## config.mk

```make
export PLATFORM = sky130hd
export DESIGN_NAME = icache_fetch_unit_flat
export DESIGN_NICKNAME = d
export VERILOG_FILES = /design/src/rtl/icache_fetch_unit_pkg.sv /design/src/rtl/icache_fetch_unit_if.sv /design/src/rtl/icache_fetch_unit_frame_array.sv /design/src/rtl/icache_fetch_unit.sv /design/src/flat_wrapper.sv
export SDC_FILE = /design/constraint.sdc
export NUM_CORES = 1
export LEC_CHECK = 0
export BUFFER_PORTS_ARGS = -buffer_cell sky130_fd_sc_hd__buf_2
export CORE_MARGIN = 1
export CORE_UTILIZATION = 30
export DETAILED_ROUTE_END_ITERATION = 10
export PLACE_DENSITY = 0.54
export SYNTH_ARGS = -nofsm -noshare
export SYNTH_HDL_FRONTEND = slang
export SYNTH_HIERARCHICAL = 1
export SYNTH_SLANG_ARGS = --single-unit
```

## constraint.sdc

```tcl
create_clock -name CLK -period 7.1 [get_ports CLK]
set_input_delay 1.42 -clock CLK [delete_from_list [all_inputs] [get_ports CLK]]
set_output_delay 1.42 -clock CLK [all_outputs]
set_load 0.01 [all_outputs]
```

## src/rtl/icache_fetch_unit_pkg.sv

```systemverilog
// Shared CPU types for the instruction cache fetch path (package cpu_types_pkg).
// Optional build macro used by the cache: ICACHE_STATS_EN.
package cpu_types_pkg;

  typedef logic [31:0] word_t;

  localparam int ICACHE_SETS  = 16;
  localparam int ICACHE_IDX_W = $clog2(ICACHE_SETS);
  localparam int ICACHE_TAG_W = 30 - ICACHE_IDX_W;

  typedef struct packed {
    logic                    valid;
    logic [ICACHE_TAG_W-1:0] tag;
    word_t                   data;
  } icache_frame_t;

  typedef struct packed {
    logic [ICACHE_TAG_W-1:0] tag;
    logic [ICACHE_IDX_W-1:0] idx;
    logic [1:0]              bytoff;
  } icachef_t;

  typedef enum logic {IDLE, FETCH} icache_state_t;

endpackage

```

## src/rtl/icache_fetch_unit_if.sv

```systemverilog
// Fetch-side and memory-side signals of the instruction cache.
// slave: the cache's view; master: the datapath/memory controller view.
interface icache_fetch_unit_if;
  logic                 imemREN;
  cpu_types_pkg::word_t imemaddr;
  logic                 ihit;
  cpu_types_pkg::word_t imemload;
  logic                 inval;
  logic                 iREN;
  cpu_types_pkg::word_t iaddr;
  logic                 iwait;
  cpu_types_pkg::word_t iload;

  modport slave  (input  imemREN, imemaddr, inval, iwait, iload,
                  output ihit, imemload, iREN, iaddr);
  modport master (output imemREN, imemaddr, inval, iwait, iload,
                  input  ihit, imemload, iREN, iaddr);
endinterface

```

## src/rtl/icache_fetch_unit_frame_array.sv

```systemverilog
// Frame storage for the direct-mapped instruction cache: one write port,
// a bulk valid clear, and a combinational read by index.
module icache_frame_array
  import cpu_types_pkg::*;
#(
  parameter int SETS  = 16,
  parameter int IDX_W = $clog2(SETS),
  parameter int TAG_W = 30 - IDX_W
) (
  input  logic             CLK,
  input  logic             clear_all,
  input  logic             we,
  input  logic [IDX_W-1:0] widx,
  input  logic [TAG_W-1:0] wtag,
  input  word_t            wdata,
  input  logic [IDX_W-1:0] ridx,
  output logic             rvalid,
  output logic [TAG_W-1:0] rtag,
  output word_t            rdata
);

  logic [SETS-1:0]  valid;
  logic [TAG_W-1:0] tags  [SETS];
  word_t            datas [SETS];

  // Valid bits: bulk clear wins over a fill landing in the same cycle.
  always_ff @(posedge CLK) begin
    if (clear_all)
      valid <= '0;
    else if (we)
      valid[widx] <= 1'b1;
  end

  // Tag/data payload; only meaningful once the valid bit is set.
  always_ff @(posedge CLK) begin
    if (we) begin
      tags[widx]  <= wtag;
      datas[widx] <= wdata;
    end
  end

  assign rvalid = valid[ridx];
  assign rtag   = tags[ridx];
  assign rdata  = datas[ridx];

endmodule

```

## src/rtl/icache_fetch_unit.sv

```systemverilog
// Direct-mapped instruction cache between fetch stage and memory controller.
// Optional macro ICACHE_STATS_EN adds saturating hit_count/miss_count outputs.
module icache_fetch_unit
  import cpu_types_pkg::*;
#(
  parameter int SETS  = 16,
  parameter int IDX_W = $clog2(SETS)
) (
  input  logic                CLK,
  input  logic                RST,
  icache_fetch_unit_if.slave  bus
`ifdef ICACHE_STATS_EN
  ,
  output word_t               hit_count,
  output word_t               miss_count
`endif
);

  localparam int TAG_W = 30 - IDX_W;

  icache_state_t    state, state_next;
  word_t            miss_addr, miss_addr_next;
  logic             rvalid;
  logic [TAG_W-1:0] rtag;
  word_t            rdata;
  logic             fill_we;
  logic             clear_all;

  // RST and inval share the bulk clear; a fill is never written alongside it.
  assign clear_all = RST | bus.inval;

  icache_frame_array #(.SETS(SETS), .IDX_W(IDX_W), .TAG_W(TAG_W)) u_frames (
    .CLK       (CLK),
    .clear_all (clear_all),
    .we        (fill_we & ~clear_all),
    .widx      (miss_addr[IDX_W+1:2]),
    .wtag      (miss_addr[31:IDX_W+2]),
    .wdata     (bus.iload),
    .ridx      (bus.imemaddr[IDX_W+1:2]),
    .rvalid    (rvalid),
    .rtag      (rtag),
    .rdata     (rdata)
  );

  // State and latched miss address.
  always_ff @(posedge CLK) begin
    if (RST) begin
      state     <= IDLE;
      miss_addr <= '0;
    end else begin
      state     <= state_next;
      miss_addr <= miss_addr_next;
    end
  end

  // Next state, hit detection and memory request; all outputs held low in reset.
  always_comb begin
    state_next     = state;
    miss_addr_next = miss_addr;
    fill_we        = 1'b0;
    bus.ihit       = 1'b0;
    bus.imemload   = '0;
    bus.iREN       = 1'b0;
    bus.iaddr      = '0;
    unique case (state)
      IDLE: begin
        if (bus.imemREN && rvalid && (rtag == bus.imemaddr[31:IDX_W+2])) begin
          bus.ihit     = 1'b1;
          bus.imemload = rdata;
        end else if (bus.imemREN) begin
          miss_addr_next = {bus.imemaddr[31:2], 2'b00};
          state_next     = FETCH;
        end
      end
      FETCH: begin
        bus.iREN  = 1'b1;
        bus.iaddr = miss_addr;
        if (!bus.iwait) begin
          fill_we    = 1'b1;
          state_next = IDLE;
        end
        if (bus.inval)
          state_next = IDLE;
      end
      default: state_next = IDLE;
    endcase
    if (RST) begin
      bus.ihit     = 1'b0;
      bus.imemload = '0;
      bus.iREN     = 1'b0;
      bus.iaddr    = '0;
      fill_we      = 1'b0;
    end
  end

`ifdef ICACHE_STATS_EN
  // Saturating hit/miss counters; cleared only by reset.
  always_ff @(posedge CLK) begin
    if (RST) begin
      hit_count  <= '0;
      miss_count <= '0;
    end else begin
      if (bus.ihit && hit_count != 32'hFFFF_FFFF)
        hit_count <= hit_count + 32'd1;
      if (state == IDLE && state_next == FETCH && miss_count != 32'hFFFF_FFFF)
        miss_count <= miss_count + 32'd1;
    end
  end
`endif

endmodule

```

## src/flat_wrapper.sv

```systemverilog
// flat-port wrapper written by rule: the top's interface ports become plain ports
module icache_fetch_unit_flat import cpu_types_pkg::*;
#(
  parameter int SETS  = 16,
  parameter int IDX_W = $clog2(SETS)
)
  (CLK, RST, bus_imemREN, bus_imemaddr, bus_inval, bus_iwait, bus_iload, bus_ihit, bus_imemload, bus_iREN, bus_iaddr);
  icache_fetch_unit_if bus_i ();
  input  logic CLK;
  input  logic RST;
  input wire logic [$bits(bus_i.imemREN)-1:0] bus_imemREN;
  input wire logic [$bits(bus_i.imemaddr)-1:0] bus_imemaddr;
  input wire logic [$bits(bus_i.inval)-1:0] bus_inval;
  input wire logic [$bits(bus_i.iwait)-1:0] bus_iwait;
  input wire logic [$bits(bus_i.iload)-1:0] bus_iload;
  output wire logic [$bits(bus_i.ihit)-1:0] bus_ihit;
  output wire logic [$bits(bus_i.imemload)-1:0] bus_imemload;
  output wire logic [$bits(bus_i.iREN)-1:0] bus_iREN;
  output wire logic [$bits(bus_i.iaddr)-1:0] bus_iaddr;
  assign bus_i.imemREN = bus_imemREN;
  assign bus_i.imemaddr = bus_imemaddr;
  assign bus_i.inval = bus_inval;
  assign bus_i.iwait = bus_iwait;
  assign bus_i.iload = bus_iload;
  assign bus_ihit = bus_i.ihit;
  assign bus_imemload = bus_i.imemload;
  assign bus_iREN = bus_i.iREN;
  assign bus_iaddr = bus_i.iaddr;
  icache_fetch_unit #(.SETS(SETS), .IDX_W(IDX_W)) u_core (.CLK(CLK), .RST(RST), .bus(bus_i));
endmodule
```

==> flow_summary.ini, run 1 <==
[synth]
synth_area_sq_um = 37200
syn_inst = 1696
ys_warn_count = 6
ys_types = 39
synth.avg_cell_area_sq_um = 21.9
synth_seq_cells = 975
synth.yosys.seq_area_share = 0.775

[drt]
drtPass1Iterations = 6
wl_per_cell_um = 26.0
drt-total-wl_um = 93500
drt-initial-drc-count = 1651
drt-vias-per-instance = 5.03
drc_errors = 0
ant_nets = 0
num_vias = 18000

[timing]
fmax_mhz = 158
grt_setup_unrepaired = false
tns_ps = 0
min_period_ps = 6320
fin_crit_sh = 0.891
hold_viol_final = 0
relSlewSlack = 0.288
tightest_slew_ps = 1070
fin_skew_ps = 33.9
finalHoldWorstSlack_ps = 467
setup_viol = 0
drv_slew = 0

[critical_path]
r2r_slack_ps = 3350
rr_endpoint = u_core/miss_addr[24]
critPathCapture = bus_imemload[1]
arrival_ps = 4900
cpPeakStageDelay_ps = 760
rr_startpoint = u_core/u_frames/tags[3][0]
critPathSlowestCell = nor4_2
crit_chain = buf_8 -> buf_4 -> mux4_2 -> a22oi_1 -> nand2_1 -> xor2_1 -> nor4_2 -> nand3_2 -> nor4_4 -> buf_12 -> and2_2 -> buf_2
cp_top_family = simple AND/OR/NAND/NOR gates
crit_fanout = 33
critPathLaunchType = input port
cp-end-kind = output pin
path_class = input port to output pin
worstRegToRegCells = 9
crit_cells = 12
crit_start = bus_imemaddr[2]
critical_path_buf_inv_count = 4
critPathRequiredTime_ps = 5680

[floorplanning]
num_io_pins = 135
die_x_um = 354
start_util = 0.304
die-area_sq_um = 125000
fp-row-count = 128
dieHeight_um = 354
coreArea_sq_um = 122000

[clock_network]
cts-root-buf = clkbuf_16
cts.clk_slew.worst_paths_ps = 60
clk_latency_ps = 680
post_cts_buffers = 0
postCtsHoldBufs = 0
htree_levels = 3
cts.sinks = 975
cts_buffers = 98
cts_tree = built
cts-resized-gates = 0
cts_max_path_buffers = 3

[global_route]
track_usage = 0.148
antenna_found_initial = 13
grt_use_met1 = 0.209
grt-ovfl-total = 0
grt_max_degree = 69
top_usage_layer = met2
grt_pass1_vias = 18700
met3_usage = 0.0286
use_met2 = 0.236
grt_pass1_wl_um = 134000

[place]
dp_hpwl_um = 47600
place_inst = 3410
gp_congestion = 0.738
portBuffers = 130

[pwr]
p_leak_nw = 14.1
pwr_density_cell_nw_per_um2 = 276
ir_drop_v = 0.000162
p_total_w = 0.0119

[final_layout]
final_common_cell = edfxtp_1
syn2layout_area_growth_pct = 16.5
layout.cells.non_filler = 3591
drive_gt1_frac = 0.302
mostFrequentLayoutCells = 928 x edfxtp_1, 236 x mux4_2, 128 x buf_2
nets = 1954

[hold_path]
hold_class = register to register

[flow_run]
drv_cap = 0

[status]
status = completed
[cell type report]
| class | count | area [sq um] |
|---|---|---|
| Antenna cell | 2 | 5.00 |
| Clock buffer | 123 | 2610 |
| Clock inverter | 56 | 541 |
| Fill cell | 11300 | 79100 |
| Inverter | 1 | 3.75 |
| Multi-Input combinational cell | 624 | 7990 |
| Sequential cell | 975 | 28800 |
| Tap cell | 1625 | 2030 |
| Timing Repair Buffer | 185 | 1300 |
[cells by family (layout without fill, tap and decap cells)]
group	after synthesis	after routing	share of synthesized area
DFF	975	975	0.775
muxes	236	236	0.143
and+or+nand+nor	193	193	0.0276
AOI/OAI and AO/OA	167	167	0.0342
buffers and inverters	98	365	0.0135
xor gates and xnor gates	26	26	0.00613
other	1	4	0.000101
[tightest hold or removal path: cells and delay by family (launching register included)]
kind	cells	cell delay, ps
flops	1	320
simple gates	1	70
compound gates	1	40
[cell usage after synthesis (all sizes together)]
cell type / number / share of area
clkbuf: 46 / 0.0046
nand3: 2 / 0.00040
a21o: 1 / 0.00020
edfxtp: 928 / 0.75
nor2b: 4 / 0.00067
a31oi: 4 / 0.00067
nand3b: 2 / 0.00040
nor4: 11 / 0.0026
a22o: 30 / 0.0071
or2: 1 / 0.00017
dfxtp: 47 / 0.025
conb: 1 / 0.00010
nor3b: 1 / 0.00020
nand2b: 3 / 0.00051
inv: 1 / 0.00010
a22oi: 118 / 0.024
o221ai: 1 / 0.00024
and2: 63 / 0.011
nand2: 61 / 0.0062
or3b: 1 / 0.00024
nor2: 32 / 0.0032
xor2: 26 / 0.0061
mux4: 236 / 0.14
nand4b: 1 / 0.00024
nand4: 2 / 0.00034
nor3: 6 / 0.00081
a21oi: 12 / 0.0016
buf: 51 / 0.0088
and3: 1 / 0.00017
and3b: 2 / 0.00047
o211a: 1 / 0.00047
[metrics by stage]
stage	utilization	cell area, sq um	worst slack [ps]
4_1_cts	0.354	43300	748
3_5_place_dp	0.328	40100	772
6_report	0.354	43300	777
2_1_floorplan	-	37200	98.2
3_3_place_gp	0.328	40100	807
5_1_grt	0.354	43300	550
[metal layers]
| layer | share of wire | vias up |
|---|---|---|
| met1 | 0.44 | 9820 |
| met3 | 0.061 | 134 |
| met4 | 0.018 | 14 |
| li1 | - | 7517 |
| met2 | 0.48 | 562 |
| met5 | 0.00098 | - |
[flip-flops by register name, indices dropped and copies added, names as in the netlist]
register               cells
u_core/state               1
u_core/u_frames/tags     416
u_core/miss_addr          30
u_core/u_frames/datas    512
u_core/u_frames/valid     16
[worst min-delay path by stage]
stage                                   start                   endpoint  slack (ps)  depth (start not counted)
finish              u_core/u_frames/valid[14]  u_core/u_frames/valid[14]         470                          2
global route        u_core/u_frames/valid[11]  u_core/u_frames/valid[11]         510                          2
CTS                 u_core/u_frames/valid[13]  u_core/u_frames/valid[13]         470                          2
detailed placement  u_core/u_frames/valid[13]  u_core/u_frames/valid[13]         460                          2
global placement     u_core/u_frames/valid[8]   u_core/u_frames/valid[8]         440                          2
floorplan            u_core/u_frames/valid[2]   u_core/u_frames/valid[2]         430                          2
[where the power goes]
group	switching [W]	leakage (nW)	internal [W]
clock network	0.00218	1.53	0.00290
logic	0.000291	3.54	0.000195
registers	0.0000567	9.02	0.00632
total	0.00253	14.1	0.00942
Power figures use the tool's default switching activity.
==> run 2: changes to the inputs <==
--- a/config.mk
+++ b/config.mk
@@ -9,7 +9,7 @@
 export CORE_MARGIN = 1
 export CORE_UTILIZATION = 30
 export DETAILED_ROUTE_END_ITERATION = 10
-export PLACE_DENSITY = 0.54
+export PLACE_DENSITY = 0.45
 export SYNTH_ARGS = -nofsm -noshare
 export SYNTH_HDL_FRONTEND = slang
 export SYNTH_HIERARCHICAL = 1
==> run 2 against run 1 <==
Compared with the run above: global-route usage up 0.59 points; cell area is 0.45% higher; critical path depth unchanged; hold slack better by 2.5 ps; core utilization grew 0.16 points; non-clock buffer count is 2 higher; total power rose by 1.7%; register-to-register slack improved by 70 ps; flip-flop and latch count unchanged; combinational power grew 2%; fmax is 3.2% higher; critical path type unchanged.
==> flow_summary.ini, run 2 (synthesized netlist as in run 1, its figures left out) <==
[final_layout]
fillers = 11400
largest_reg_flops = 512
top_register = u_core/u_frames/datas
syn2layout_area_growth_pct = 17.0
nets = 1963
seq_area_sq_um = 28800
multi_input_area_sq_um = 8000
top_regs = u_core/u_frames/datas x512, u_core/u_frames/tags x416, u_core/miss_addr x30
final_common_cell = edfxtp_1
layout.cells.non_filler = 3606
final_cell_area_sq_um = 43500
mostFrequentLayoutCells = 928 x edfxtp_1, 236 x mux4_2, 128 x buf_2
drive_gt1_frac = 0.308

[pwr]
p_total_w = 0.0121
ir_drop_v = 0.000183
p_leak_nw = 14.2
pwr_density_cell_nw_per_um2 = 279

[critical_path]
cp-end-kind = output pin
critPathSlowestCell = mux4_2
arrival_ps = 4710
path_class = input port to output pin
crit_fanout = 33
crit_chain = buf_8 -> buf_12 -> mux4_2 -> a22oi_1 -> nand2_1 -> xor2_1 -> nor4_2 -> nand3_2 -> nor4_4 -> buf_12 -> and2_2 -> buf_2
critPathRequiredTime_ps = 5680
crit_path_frequent_cell = buf_12
cpPeakStageDelay_ps = 550
critPathLaunchType = input port

[drt]
wl_per_cell_um = 26.9
ant_nets = 0
drc_errors = 0
drtPass1Iterations = 5
drt-total-wl_um = 96800
num_vias = 17900
drt-initial-drc-count = 1466
drt-vias-per-instance = 4.97

[floorplanning]
die-area_sq_um = 125000
coreArea_sq_um = 122000
die_x_um = 354
fp-row-count = 128
start_util = 0.304
dieHeight_um = 354
num_io_pins = 135

[flow_run]
drv_cap = 0

[global_route]
grt_max_degree = 60
grt_pass1_wl_um = 138000
antenna_found_initial = 14
track_usage = 0.154
grt-ovfl-total = 0
grt_pass1_vias = 18900

[timing]
setup_viol = 0
fin_skew_ps = 20.5
drv_slew = 0
grt_setup_unrepaired = false
relSlewSlack = 0.267
fmax_mhz = 163
hold_viol_final = 0
fin_crit_sh = 0.863
min_period_ps = 6130
tns_ps = 0
postLayoutSetupSlackWorst_ps = 973
tightest_slew_ps = 1100

[place]
portBuffers = 130
pre_cts_slack_ps = 891
dp_hpwl_um = 50400
place_inst = 3412
post_dp_cell_area_sq_um = 40100
gp_congestion = 0.720

[clock_network]
post_cts_buffers = 0
cts_tree = built
htree_levels = 3
cts-root-buf = clkbuf_16
cts.clk_slew.worst_paths_ps = 60
postCtsHoldBufs = 0
cts.sinks = 975
cts_max_path_buffers = 3
clk_latency_ps = 690
cts-resized-gates = 0
cts_buffers = 105

[status]
status = completed

[hold_path]
hold_class = register to register
## run 2: metal layers
metal | GRT usage | routed length [um] | vias up
li1 | - | - | 7535
met1 | 0.215 | 43600 | 9779
met2 | 0.247 | 46500 | 442
met3 | 0.0291 | 4680 | 148
met4 | 0.0371 | 1830 | 18
met5 | 0 | 120 | -
## run 2: power breakdown
part	internal [W]	switching (W)
sequential	0.00632	0.0000557
combinational	0.000196	0.000299
clock	0.00305	0.00222
total	0.00957	0.00257
## run 2: worst max-delay path, delay by kind of cell
| kind | cells | cell delay, ps |
|---|---|---|
| xor gates and xnor gates | 1 | 190 |
| muxes | 1 | 550 |
| AOI/OAI and AO/OA | 1 | 210 |
| and+or+nand+nor | 5 | 1210 |
| buffers and inverters | 4 | 1010 |
## run 2: layout make-up
cell class	count	area share
Multi-Input combinational cell	624	0.184
Clock buffer	145	0.0662
Sequential cell	975	0.663
Tap cell	1625	0.0468
Clock inverter	48	0.0108
Inverter	1	0.0000863
Antenna cell	1	0.0000576
Timing Repair Buffer	187	0.0296
## run 2: final timing paths
check | endpoint | cells after the start | startpoint | slack, ps
worst min register to register | u_core/u_frames/valid[0] | 2 | u_core/u_frames/valid[0] | 470
worst min-delay path | u_core/u_frames/valid[0] | 2 | u_core/u_frames/valid[0] | 470
worst max register to register | u_core/u_frames/tags[12][13] | 5 | u_core/state | 3420
worst max-delay path | bus_imemload[31] | 12 | bus_imemaddr[2] | 970
## run 2: stage by stage
stage | hold slack, ps | util
2_1_floorplan | 431 | -
3_3_place_gp | 442 | 0.328
3_5_place_dp | 460 | 0.328
4_1_cts | 472 | 0.355
5_1_grt | 493 | 0.355
6_report | 470 | 0.355
